$ cat config.mk
export PLATFORM = sky130hd
export DESIGN_NAME = axi4_lite_lstm_sequencer
export DESIGN_NICKNAME = d
export VERILOG_FILES = /design/src/rtl/lstm_regs_pkg.sv /design/src/rtl/axi4_lite_single_master.sv /design/src/rtl/axi4_lite_lstm_sequencer.sv
export SDC_FILE = /design/constraint.sdc
export NUM_CORES = 1
export LEC_CHECK = 0
export CORE_MARGIN = 10
export CORE_UTILIZATION = 30
export DETAILED_ROUTE_END_ITERATION = 12
export MAX_ROUTING_LAYER = met4
export PLACE_DENSITY_LB_ADDON = 0.05
export RECOVER_POWER = 25
export SYNTH_ARGS = -nofsm -noshare
export SYNTH_HDL_FRONTEND = slang
export SYNTH_SLANG_ARGS = --single-unit
$ cat constraint.sdc
create_clock -name clk -period 5.3 [get_ports clk]
set_clock_uncertainty 0.2 [all_clocks]
set_input_delay 0.53 -clock clk [delete_from_list [all_inputs] [get_ports clk]]
set_output_delay 0.53 -clock clk [all_outputs]
set_load 0.05 [all_outputs]
$ cat src/rtl/lstm_regs_pkg.sv
// Register map, sequencer states and response codes shared by the LSTM AXI4-Lite sequencer.
package lstm_regs_pkg;

  localparam logic [31:0] REG_INPUT  = 32'h00;
  localparam logic [31:0] REG_CTRL   = 32'h04;
  localparam logic [31:0] REG_STATUS = 32'h08;
  localparam logic [31:0] REG_OUTPUT = 32'h0C;

  localparam int unsigned CTRL_START  = 0;
  localparam int unsigned STATUS_DONE = 0;

  localparam logic [1:0] OKAY = 2'b00;

  typedef enum logic [2:0] {
    StIdle,
    StWrX,
    StWrGo,
    StPoll,
    StRdH,
    StOut
  } seq_state_e;

endpackage

$ cat src/rtl/axi4_lite_single_master.sv
// Issues one AXI4-Lite write or read per req_i pulse; done_o pulses when the B or R beat lands.
module axi4_lite_single_master
  import lstm_regs_pkg::*;
(
  input  logic        clk_i,
  input  logic        rst_i,
  input  logic        req_i,
  input  logic        we_i,
  input  logic [31:0] addr_i,
  input  logic [31:0] wdata_i,
  output logic        done_o,
  output logic        resp_err_o,
  output logic [31:0] rdata_o,
  output logic [31:0] awaddr_o,
  output logic        awvalid_o,
  input  logic        awready_i,
  output logic [31:0] wdata_o,
  output logic        wvalid_o,
  input  logic        wready_i,
  input  logic [1:0]  bresp_i,
  input  logic        bvalid_i,
  output logic        bready_o,
  output logic [31:0] araddr_o,
  output logic        arvalid_o,
  input  logic        arready_i,
  input  logic [31:0] rdata_i,
  input  logic [1:0]  rresp_i,
  input  logic        rvalid_i,
  output logic        rready_o
);

  logic        aw_valid_q, aw_valid_d;
  logic        w_valid_q, w_valid_d;
  logic        b_ready_q, b_ready_d;
  logic        ar_valid_q, ar_valid_d;
  logic        r_ready_q, r_ready_d;
  logic [31:0] awaddr_q, awaddr_d;
  logic [31:0] wdata_q, wdata_d;
  logic [31:0] araddr_q, araddr_d;
  logic        b_fire, r_fire;

  always_comb begin
    aw_valid_d = aw_valid_q;
    w_valid_d  = w_valid_q;
    b_ready_d  = b_ready_q;
    ar_valid_d = ar_valid_q;
    r_ready_d  = r_ready_q;
    awaddr_d   = awaddr_q;
    wdata_d    = wdata_q;
    araddr_d   = araddr_q;

    if (aw_valid_q && awready_i) aw_valid_d = 1'b0;
    if (w_valid_q && wready_i)   w_valid_d  = 1'b0;
    // The response phase opens only once the last of AW/W has been taken.
    if ((aw_valid_q || w_valid_q) && !aw_valid_d && !w_valid_d) b_ready_d = 1'b1;

    b_fire = b_ready_q && bvalid_i;
    if (b_fire) b_ready_d = 1'b0;

    if (ar_valid_q && arready_i) begin
      ar_valid_d = 1'b0;
      r_ready_d  = 1'b1;
    end

    r_fire = r_ready_q && rvalid_i;
    if (r_fire) r_ready_d = 1'b0;

    if (req_i) begin
      if (we_i) begin
        aw_valid_d = 1'b1;
        w_valid_d  = 1'b1;
        awaddr_d   = addr_i;
        wdata_d    = wdata_i;
      end else begin
        ar_valid_d = 1'b1;
        araddr_d   = addr_i;
      end
    end

    done_o     = b_fire || r_fire;
    resp_err_o = (b_fire && (bresp_i != OKAY)) || (r_fire && (rresp_i != OKAY));
    rdata_o    = rdata_i;
  end

  always_ff @(posedge clk_i or posedge rst_i) begin
    if (rst_i) begin
      aw_valid_q <= 1'b0;
      w_valid_q  <= 1'b0;
      b_ready_q  <= 1'b0;
      ar_valid_q <= 1'b0;
      r_ready_q  <= 1'b0;
      awaddr_q   <= '0;
      wdata_q    <= '0;
      araddr_q   <= '0;
    end else begin
      aw_valid_q <= aw_valid_d;
      w_valid_q  <= w_valid_d;
      b_ready_q  <= b_ready_d;
      ar_valid_q <= ar_valid_d;
      r_ready_q  <= r_ready_d;
      awaddr_q   <= awaddr_d;
      wdata_q    <= wdata_d;
      araddr_q   <= araddr_d;
    end
  end

  assign awaddr_o  = awaddr_q;
  assign awvalid_o = aw_valid_q;
  assign wdata_o   = wdata_q;
  assign wvalid_o  = w_valid_q;
  assign bready_o  = b_ready_q;
  assign araddr_o  = araddr_q;
  assign arvalid_o = ar_valid_q;
  assign rready_o  = r_ready_q;

endmodule

$ cat src/rtl/axi4_lite_lstm_sequencer.sv
// Streams each sample through the LSTM slave: write x, start, poll done, read h, emit h.
module axi4_lite_lstm_sequencer
  import lstm_regs_pkg::*;
#(
  parameter int unsigned WIDTH      = 32,
  parameter int unsigned POLL_LIMIT = 1024,
  parameter logic [31:0] BASE_ADDR  = 32'h0
) (
  input  logic             clk,
  input  logic             rst,
  input  logic [WIDTH-1:0] s_data,
  input  logic             s_valid,
  output logic             s_ready,
  output logic [WIDTH-1:0] m_data,
  output logic             m_valid,
  input  logic             m_ready,
  output logic             err,
  output logic             busy,
  output logic [31:0]      awaddr,
  output logic [2:0]       awprot,
  output logic             awvalid,
  input  logic             awready,
  output logic [31:0]      wdata,
  output logic [3:0]       wstrb,
  output logic             wvalid,
  input  logic             wready,
  input  logic [1:0]       bresp,
  input  logic             bvalid,
  output logic             bready,
  output logic [31:0]      araddr,
  output logic [2:0]       arprot,
  output logic             arvalid,
  input  logic             arready,
  input  logic [31:0]      rdata,
  input  logic [1:0]       rresp,
  input  logic             rvalid,
  output logic             rready
);

  localparam int unsigned CntW   = $clog2(POLL_LIMIT + 1);
  localparam logic [31:0] CtrlGo = 32'(1) << CTRL_START;

  seq_state_e       state_q, state_d;
  logic [CntW-1:0]  poll_cnt_q, poll_cnt_d;
  logic [CntW-1:0]  poll_cnt_inc;
  logic             err_q, err_d;
  logic             s_ready_q, s_ready_d;
  logic             m_valid_q, m_valid_d;
  logic [WIDTH-1:0] m_data_q, m_data_d;
  logic [31:0]      x_ext;

  logic             bus_req, bus_we, bus_done, bus_err;
  logic [31:0]      bus_addr, bus_wdata, bus_rdata;

  always_comb begin
    x_ext            = '0;
    x_ext[WIDTH-1:0] = s_data;
  end

  // Each bus request is raised on the transition edge so the master's valids
  // come up in the first cycle of the new state.
  always_comb begin
    state_d      = state_q;
    poll_cnt_d   = poll_cnt_q;
    poll_cnt_inc = poll_cnt_q + CntW'(1);
    err_d        = err_q;
    m_valid_d    = m_valid_q;
    m_data_d     = m_data_q;
    bus_req      = 1'b0;
    bus_we       = 1'b0;
    bus_addr     = '0;
    bus_wdata    = '0;

    unique case (state_q)
      StIdle: begin
        if (s_valid && s_ready_q) begin
          bus_req   = 1'b1;
          bus_we    = 1'b1;
          bus_addr  = BASE_ADDR + REG_INPUT;
          bus_wdata = x_ext;
          state_d   = StWrX;
        end
      end
      StWrX: begin
        if (bus_done) begin
          if (bus_err) begin
            err_d   = 1'b1;
            state_d = StIdle;
          end else begin
            bus_req   = 1'b1;
            bus_we    = 1'b1;
            bus_addr  = BASE_ADDR + REG_CTRL;
            bus_wdata = CtrlGo;
            state_d   = StWrGo;
          end
        end
      end
      StWrGo: begin
        if (bus_done) begin
          if (bus_err) begin
            err_d   = 1'b1;
            state_d = StIdle;
          end else begin
            poll_cnt_d = '0;
            bus_req    = 1'b1;
            bus_addr   = BASE_ADDR + REG_STATUS;
            state_d    = StPoll;
          end
        end
      end
      StPoll: begin
        if (bus_done) begin
          poll_cnt_d = poll_cnt_inc;
          if (bus_err) begin
            err_d   = 1'b1;
            state_d = StIdle;
          end else if (bus_rdata[STATUS_DONE]) begin
            bus_req  = 1'b1;
            bus_addr = BASE_ADDR + REG_OUTPUT;
            state_d  = StRdH;
          end else if (poll_cnt_inc < CntW'(POLL_LIMIT)) begin
            bus_req  = 1'b1;
            bus_addr = BASE_ADDR + REG_STATUS;
          end else begin
            err_d   = 1'b1;
            state_d = StIdle;
          end
        end
      end
      StRdH: begin
        if (bus_done) begin
          if (bus_err) begin
            err_d   = 1'b1;
            state_d = StIdle;
          end else begin
            m_data_d  = bus_rdata[WIDTH-1:0];
            m_valid_d = 1'b1;
            state_d   = StOut;
          end
        end
      end
      StOut: begin
        if (m_ready) begin
          m_valid_d = 1'b0;
          state_d   = StIdle;
        end
      end
      default: state_d = StIdle;
    endcase

    // s_ready trails entry into IDLE by a cycle, which gives the gap after OUT.
    s_ready_d = (state_q == StIdle) && !(s_valid && s_ready_q);
  end

  always_ff @(posedge clk or posedge rst) begin
    if (rst) begin
      state_q    <= StIdle;
      poll_cnt_q <= '0;
      err_q      <= 1'b0;
      s_ready_q  <= 1'b0;
      m_valid_q  <= 1'b0;
      m_data_q   <= '0;
    end else begin
      state_q    <= state_d;
      poll_cnt_q <= poll_cnt_d;
      err_q      <= err_d;
      s_ready_q  <= s_ready_d;
      m_valid_q  <= m_valid_d;
      m_data_q   <= m_data_d;
    end
  end

  axi4_lite_single_master u_axi_master (
    .clk_i      (clk),
    .rst_i      (rst),
    .req_i      (bus_req),
    .we_i       (bus_we),
    .addr_i     (bus_addr),
    .wdata_i    (bus_wdata),
    .done_o     (bus_done),
    .resp_err_o (bus_err),
    .rdata_o    (bus_rdata),
    .awaddr_o   (awaddr),
    .awvalid_o  (awvalid),
    .awready_i  (awready),
    .wdata_o    (wdata),
    .wvalid_o   (wvalid),
    .wready_i   (wready),
    .bresp_i    (bresp),
    .bvalid_i   (bvalid),
    .bready_o   (bready),
    .araddr_o   (araddr),
    .arvalid_o  (arvalid),
    .arready_i  (arready),
    .rdata_i    (rdata),
    .rresp_i    (rresp),
    .rvalid_i   (rvalid),
    .rready_o   (rready)
  );

  assign awprot  = 3'b000;
  assign arprot  = 3'b000;
  assign wstrb   = 4'hF;
  assign s_ready = s_ready_q;
  assign m_valid = m_valid_q;
  assign m_data  = m_data_q;
  assign err     = err_q;
  assign busy    = (state_q != StIdle);

endmodule

# Word-level counts from Yosys, hierarchy flattened
# Index checks and enable logic that the tools add are counted.
dict set report totals {
  latch_bits 0
  ram_bits 0
  elab_cells 134
  mem_count 0
  input_bits 77
  output_inout_bits 147
  rom_bits 0
  register_bits 150
}
dict set report op_classes {
  order_cmp 1
  add_sub_neg 1
  mux 63
  div 0
  n_bitwise 2
  n_reduce_logical 35
  multipliers 0
  shift 0
  n_eq_ne 18
}
# cell count
set op_table {}
lappend op_table {{one-hot mux 32 bit (2 select lines)} 1}
lappend op_table {{two-way mux 3 bit} 12}
lappend op_table {{two-way mux 11 bit} 3}
lappend op_table {{two-way mux 32 bit} 1}
lappend op_table {{two-way mux 1 bit} 31}
lappend op_table {{two-way mux 4 bit} 6}
lappend op_table {{one-hot mux 11 bit (2 select lines)} 1}
lappend op_table {{one-hot mux 3 bit (6 select lines)} 1}
lappend op_table {{!= test 2 bit (second input constant)} 8}
lappend op_table {{nonzero test 2 bit} 7}
lappend op_table {{one-hot mux 4 bit (3 select lines)} 1}
lappend op_table {{adder 11 x 1 -> 11 bit (second input constant)} 1}
lappend op_table {{logical AND 1 bit} 11}
lappend op_table {{less-than comparator 11 bit (second input constant)} 1}
lappend op_table {{AND reduction 4 bit} 2}
lappend op_table {{AND reduction 7 bit} 1}
lappend op_table {{equality test 3 x 2 -> 1 bit (second input constant)} 2}
lappend op_table {{equality test 3 bit (second input constant)} 2}
lappend op_table {{!= test 3 bit (second input constant)} 2}
lappend op_table {{one-hot mux 1 bit (2 select lines)} 3}
lappend op_table {{AND reduction 6 bit} 1}
lappend op_table {{two-way mux 2 bit} 2}
lappend op_table {{!= test 2 x 1 -> 1 bit (second input constant)} 2}
lappend op_table {{!= test 4 bit (second input constant)} 1}
lappend op_table {{11 further kinds} 17}

# Longest topological paths before layout
dict set report logic_depth {
  word_depth 8
  depth_mapped 7
  ltp_nobuf 6
}

# Hierarchy
# From an unflattened synthesis, not the netlist that was laid out.
dict set report unflattened {
  cells_unflattened 496
  area_unflattened_um2 6990.5
}
# module seq_area_each_um2 instances cells_per_inst area_each_um2
set by_module_without_submodules {}
lappend by_module_without_submodules {axi4_lite_single_master 2527.4 1 260 4369.2}
lappend by_module_without_submodules {axi4_lite_lstm_sequencer 1226.2 1 236 2621.3}

# Worst setup path after synthesis
# Ideal clock, no wire load.
dict set report synth_timing {
  kind {register -> register}
  start {register u_axi_master.b_ready_q (netlist: u_axi_master.bready_o)}
  end {register poll_cnt_q[9]}
  stages_incl_launch_ff 6
  synth_period_minus_slack_ps 2162
  setup_time_ps 131
  setup_slack_ps 3138
  required_time_ps 4969
  path_buffers 0
  t_arrival_ps 1832
  path_cell_list {dfrtp_1 > a22oi_2 > or4_4 > nor4_2 > xnor2_1 > nor2_2}
}
dict set report synth_via {
  elab_chain_cells 5
  word_cells_on_any_way 8
  classes_between {eq/ne: 3; reduce/logical: 5}
}
# element line
set synth_rtl {}
lappend synth_rtl {{from (decl)} axi4_lite_single_master.sv:34} ;# logic b_ready_q, b_ready_d;
lappend synth_rtl {{from (signal assigned)} axi4_lite_single_master.sv:98} ;# b_ready_q <= b_ready_d;
lappend synth_rtl {{logical AND 1 bit *} axi4_lite_single_master.sv:57} ;# b_fire = b_ready_q && bvalid_i;
lappend synth_rtl {{logical AND 1 bit} axi4_lite_single_master.sv:81} ;# resp_err_o = (b_fire && (bresp_i != OKAY)) || (r_fire && (rresp_i != OKAY));
lappend synth_rtl {{logical OR 1 bit} axi4_lite_single_master.sv:81}
lappend synth_rtl {{!= test 2 bit (no source line)} -}
lappend synth_rtl {{AND reduction 4 bit (no source line) *} -}
lappend synth_rtl {{to (signal assigned)} axi4_lite_lstm_sequencer.sv:165} ;# poll_cnt_q <= poll_cnt_d;
lappend synth_rtl {{to (decl)} axi4_lite_lstm_sequencer.sv:44} ;# logic [CntW-1:0] poll_cnt_q, poll_cnt_d;
# Every way passes the cells marked *; elsewhere a longest branch is shown, timed or not.
# A chain may end at the register's enable or synchronous reset.

==> results.cfg <==
[critical_path]
critPathArrivalTime_ns = 3.25
critPathKind = in2async
critical-path-top-delay-family = buffers and inverters
cp_slowest_stage_delay_ns = 1.53
crit_slowest_cell = clkinvlp_2
crit_buf_inv = 3
critPathLaunchType = input port
endpoint_kind = asynchronous set/reset pin
cp.required_ns = 5.57
cp_max_fo = 60
crit_chain = dlygate4sd3_1 -> clkinvlp_2 -> buf_4

[timing]
clock.fmax_ghz = 0.337
drv_slew = 61
timing.final.crit_period_ns = 2.97
relSlewSlack = -0.794
rsz0062_at_grt = no
worst_pin_slew_ns = 2.68
post-route-period-util = 0.561
finalSetupViolations = 0
final-hold-violation-count = 0
fin_setup_tns_ns = 0

[power]
seqPwrFrac = 0.373
p_sw_w = 0.000822
power_leakage_nw = 2.79
combPwrFrac = 0.315
power_density_mw_per_mm2 = 362
p_int_w = 0.00142
p_sw_frac = 0.366
ir_drop_v = 0.000252
pwr-share-clk = 0.311

[placement]
dp_hpwl_um = 9360
portBuffers = 153
place_inst = 750
gp_congestion = 0.750

[drt]
dr.pass1.iters = 6
wl_per_cell_um = 16.3
ant_nets = 0
vias_per_cell = 4.22
vias = 3236
drt-total-wl_um = 12500
drc = 0
drtIter0Drc = 131

[run_status]
status = finished with violations
violations = capacitance limit, slew limit

[floorplan]
die_area_mm2 = 0.0200
dieHeight_um = 141
core_area_mm2 = 0.0145
start_util = 0.306
die_w_um = 141
rows = 44
pin_count = 224

[logic_synthesis]
synth.top_cell.area_share = 0.509
ys_types = 55
yosysTopAreaCell = dfrtp_1
yosys-top-cells-area = dfrtp_1, buf_4, mux2_2
synth_ff_type = dfrtp_1
syn_avg_cell_area_um2 = 10.4
synth_edf_count = 0
ys_seq_elements = 90
async_flop_share = 1.00
synthesis.area_mm2 = 0.00443
ys_seq_area_frac = 0.509
syn_inst = 427
synth_warnings = 0

[flow_run]
maxCapViolations = 1

[clock_tree]
cts_setup_buffers = 0
insertion_delay_ns = 0.35
post_cts_resized = 0
clock_path_buffers = 2
cts_hold_buffers = 0
cts_sinks = 90
cts_inserted_buffers = 9
htree_num_levels = 3
cts_root_buffer = clkbuf_16
clkTransAtPathRegs_ns = 0.06
cts_tree = done

[grt]
antenna_found_initial = 0
grt_max_degree = 61
grt_pass1_vias = 3544
grt-ovfl-total = 0
track_usage = 0.125
grt_pass1_wl_um = 19400

[hold_path]
min-delay-path-class = reg2reg

[layout]
syn_to_final_growth_pct = 40.0
nNetsFinal = 655
diodes = 0
final_cells = 766
drive_gt1_frac = 0.131
==> worst paths after layout <==
path | start | end | slack, ns | cells past startpoint
hold reg to reg | u_axi_master.araddr_o[3] | u_axi_master.araddr_o[3] | 0.29 | 2
setup / recovery | rst | m_data[13] | 2.33 | 3
max in group clk | state_q[0] | busy | 2.34 | 3
setup reg to reg | state_q[0] | u_axi_master.awaddr_o[3] | 2.53 | 4
hold / removal | u_axi_master.araddr_o[3] | u_axi_master.araddr_o[3] | 0.29 | 2
min in group asynchronous | rst | u_axi_master.wdata_o[15] | 1.19 | 2
==> Yosys cell counts (all sizes together) (2+ instances only) <==
master / number
or3: 2
nand2: 79
or2: 3
nand2b: 5
a22oi: 2
nor3b: 2
o21ai: 41
nor4: 4
mux2i: 2
o211ai: 2
nor3: 7
nand3: 7
a22o: 2
xnor2: 8
conb: 2
dfrtp: 90
mux2: 33
buf: 78
and2: 2
nor2: 15
a21oi: 5
inv: 9
clkbuf: 9
==> logic make-up after synthesis <==
logic type | Yosys count | synth area share
and+or+nand+nor | 132 | 0.143
other | 2 | 0.00170
DFF | 90 | 0.509
AOI/OAI and AO/OA | 61 | 0.0868
muxes | 35 | 0.0893
xor gates and xnor gates | 9 | 0.0195
adders and majority gates | 2 | 0.00509
buffers and inverters | 96 | 0.146
==> per-layer routing <==
metal / track usage / wire length [um]
met5: - / 0
met4: 0.0258 / 97
met3: 0.0648 / 1200
met2: 0.189 / 5820
met1: 0.145 / 5360
==> worst min-delay path, delay by kind of cell, from the launching register on <==
| family | cells | cell delay, ns |
|---|---|---|
| DFF | 1 | 0.35 |
| and+or+nand+nor | 1 | 0.04 |
| AOI/OAI and AO/OA | 1 | 0.06 |
==> power groups by stage <==
stage,sequential [W],combinational (W),clock (W)
2_1_floorplan,0.00102,0.000346,0
3_3_place_gp,0.000849,0.000709,0
3_5_place_dp,0.000852,0.000714,0
4_1_cts,0.000839,0.000716,0.000733
5_1_grt,0.000852,0.000754,0.000758
6_report,0.000838,0.000708,0.000698
==> area by class of cell <==
| cell class | count | area (um^2) |
|---|---|---|
| clock buffer | 10 | 239 |
| tap | 184 | 230 |
| multi-input combinational | 309 | 1780 |
| clock inverter | 6 | 88.8 |
| timing repair buffer | 158 | 1570 |
| sequential | 90 | 2250 |
| fill | 1443 | 8280 |
| inverter | 9 | 35.0 |
==> sequential cells by signal, summed over array words and instances (netlist names) <==
signal,cells
poll_cnt_q,11
err,1
u_axi_master.arvalid_o,1
u_axi_master.bready_o,1
u_axi_master.awaddr_o,2
m_data,32
u_axi_master.wvalid_o,1
u_axi_master.awvalid_o,1
s_ready,1
state_q,3
u_axi_master.araddr_o,2
m_valid,1
u_axi_master.wdata_o,32
u_axi_master.rready_o,1
==> through the flow <==
stage / area, um^2 / hold WS, ns / setup WS [ns] / utilization / total power (W)
2_1_floorplan: 4680 / 0.285 / 2.23 / - / 0.00137
3_3_place_gp: 5880 / 0.268 / 2.55 / 0.406 / 0.00156
3_5_place_dp: 5880 / 0.283 / 2.52 / 0.406 / 0.00157
4_1_cts: 6200 / 0.300 / 2.33 / 0.429 / 0.00229
5_1_grt: 6200 / 0.327 / 1.82 / 0.428 / 0.00236
6_report: 6200 / 0.290 / 2.33 / 0.428 / 0.00224
==> cell usage in the layout (no fill, tap or decap), types with 3 or more instances in the layout <==
cell / count
o21ai_0: 41
conb_1: 70
clkdlybuf4s50_1: 150
dfrtp_1: 90
inv_1: 8
a21oi_1: 4
nand3_1: 6
mux2_2: 32
xnor2_1: 8
nor3_1: 6
or2_2: 3
clkbuf_16: 9
nand2_1: 79
nor2_1: 13
nand2b_1: 4
dlygate4sd3_1: 3
buf_4: 5
Note: power is estimated with default switching activity, not from simulation.
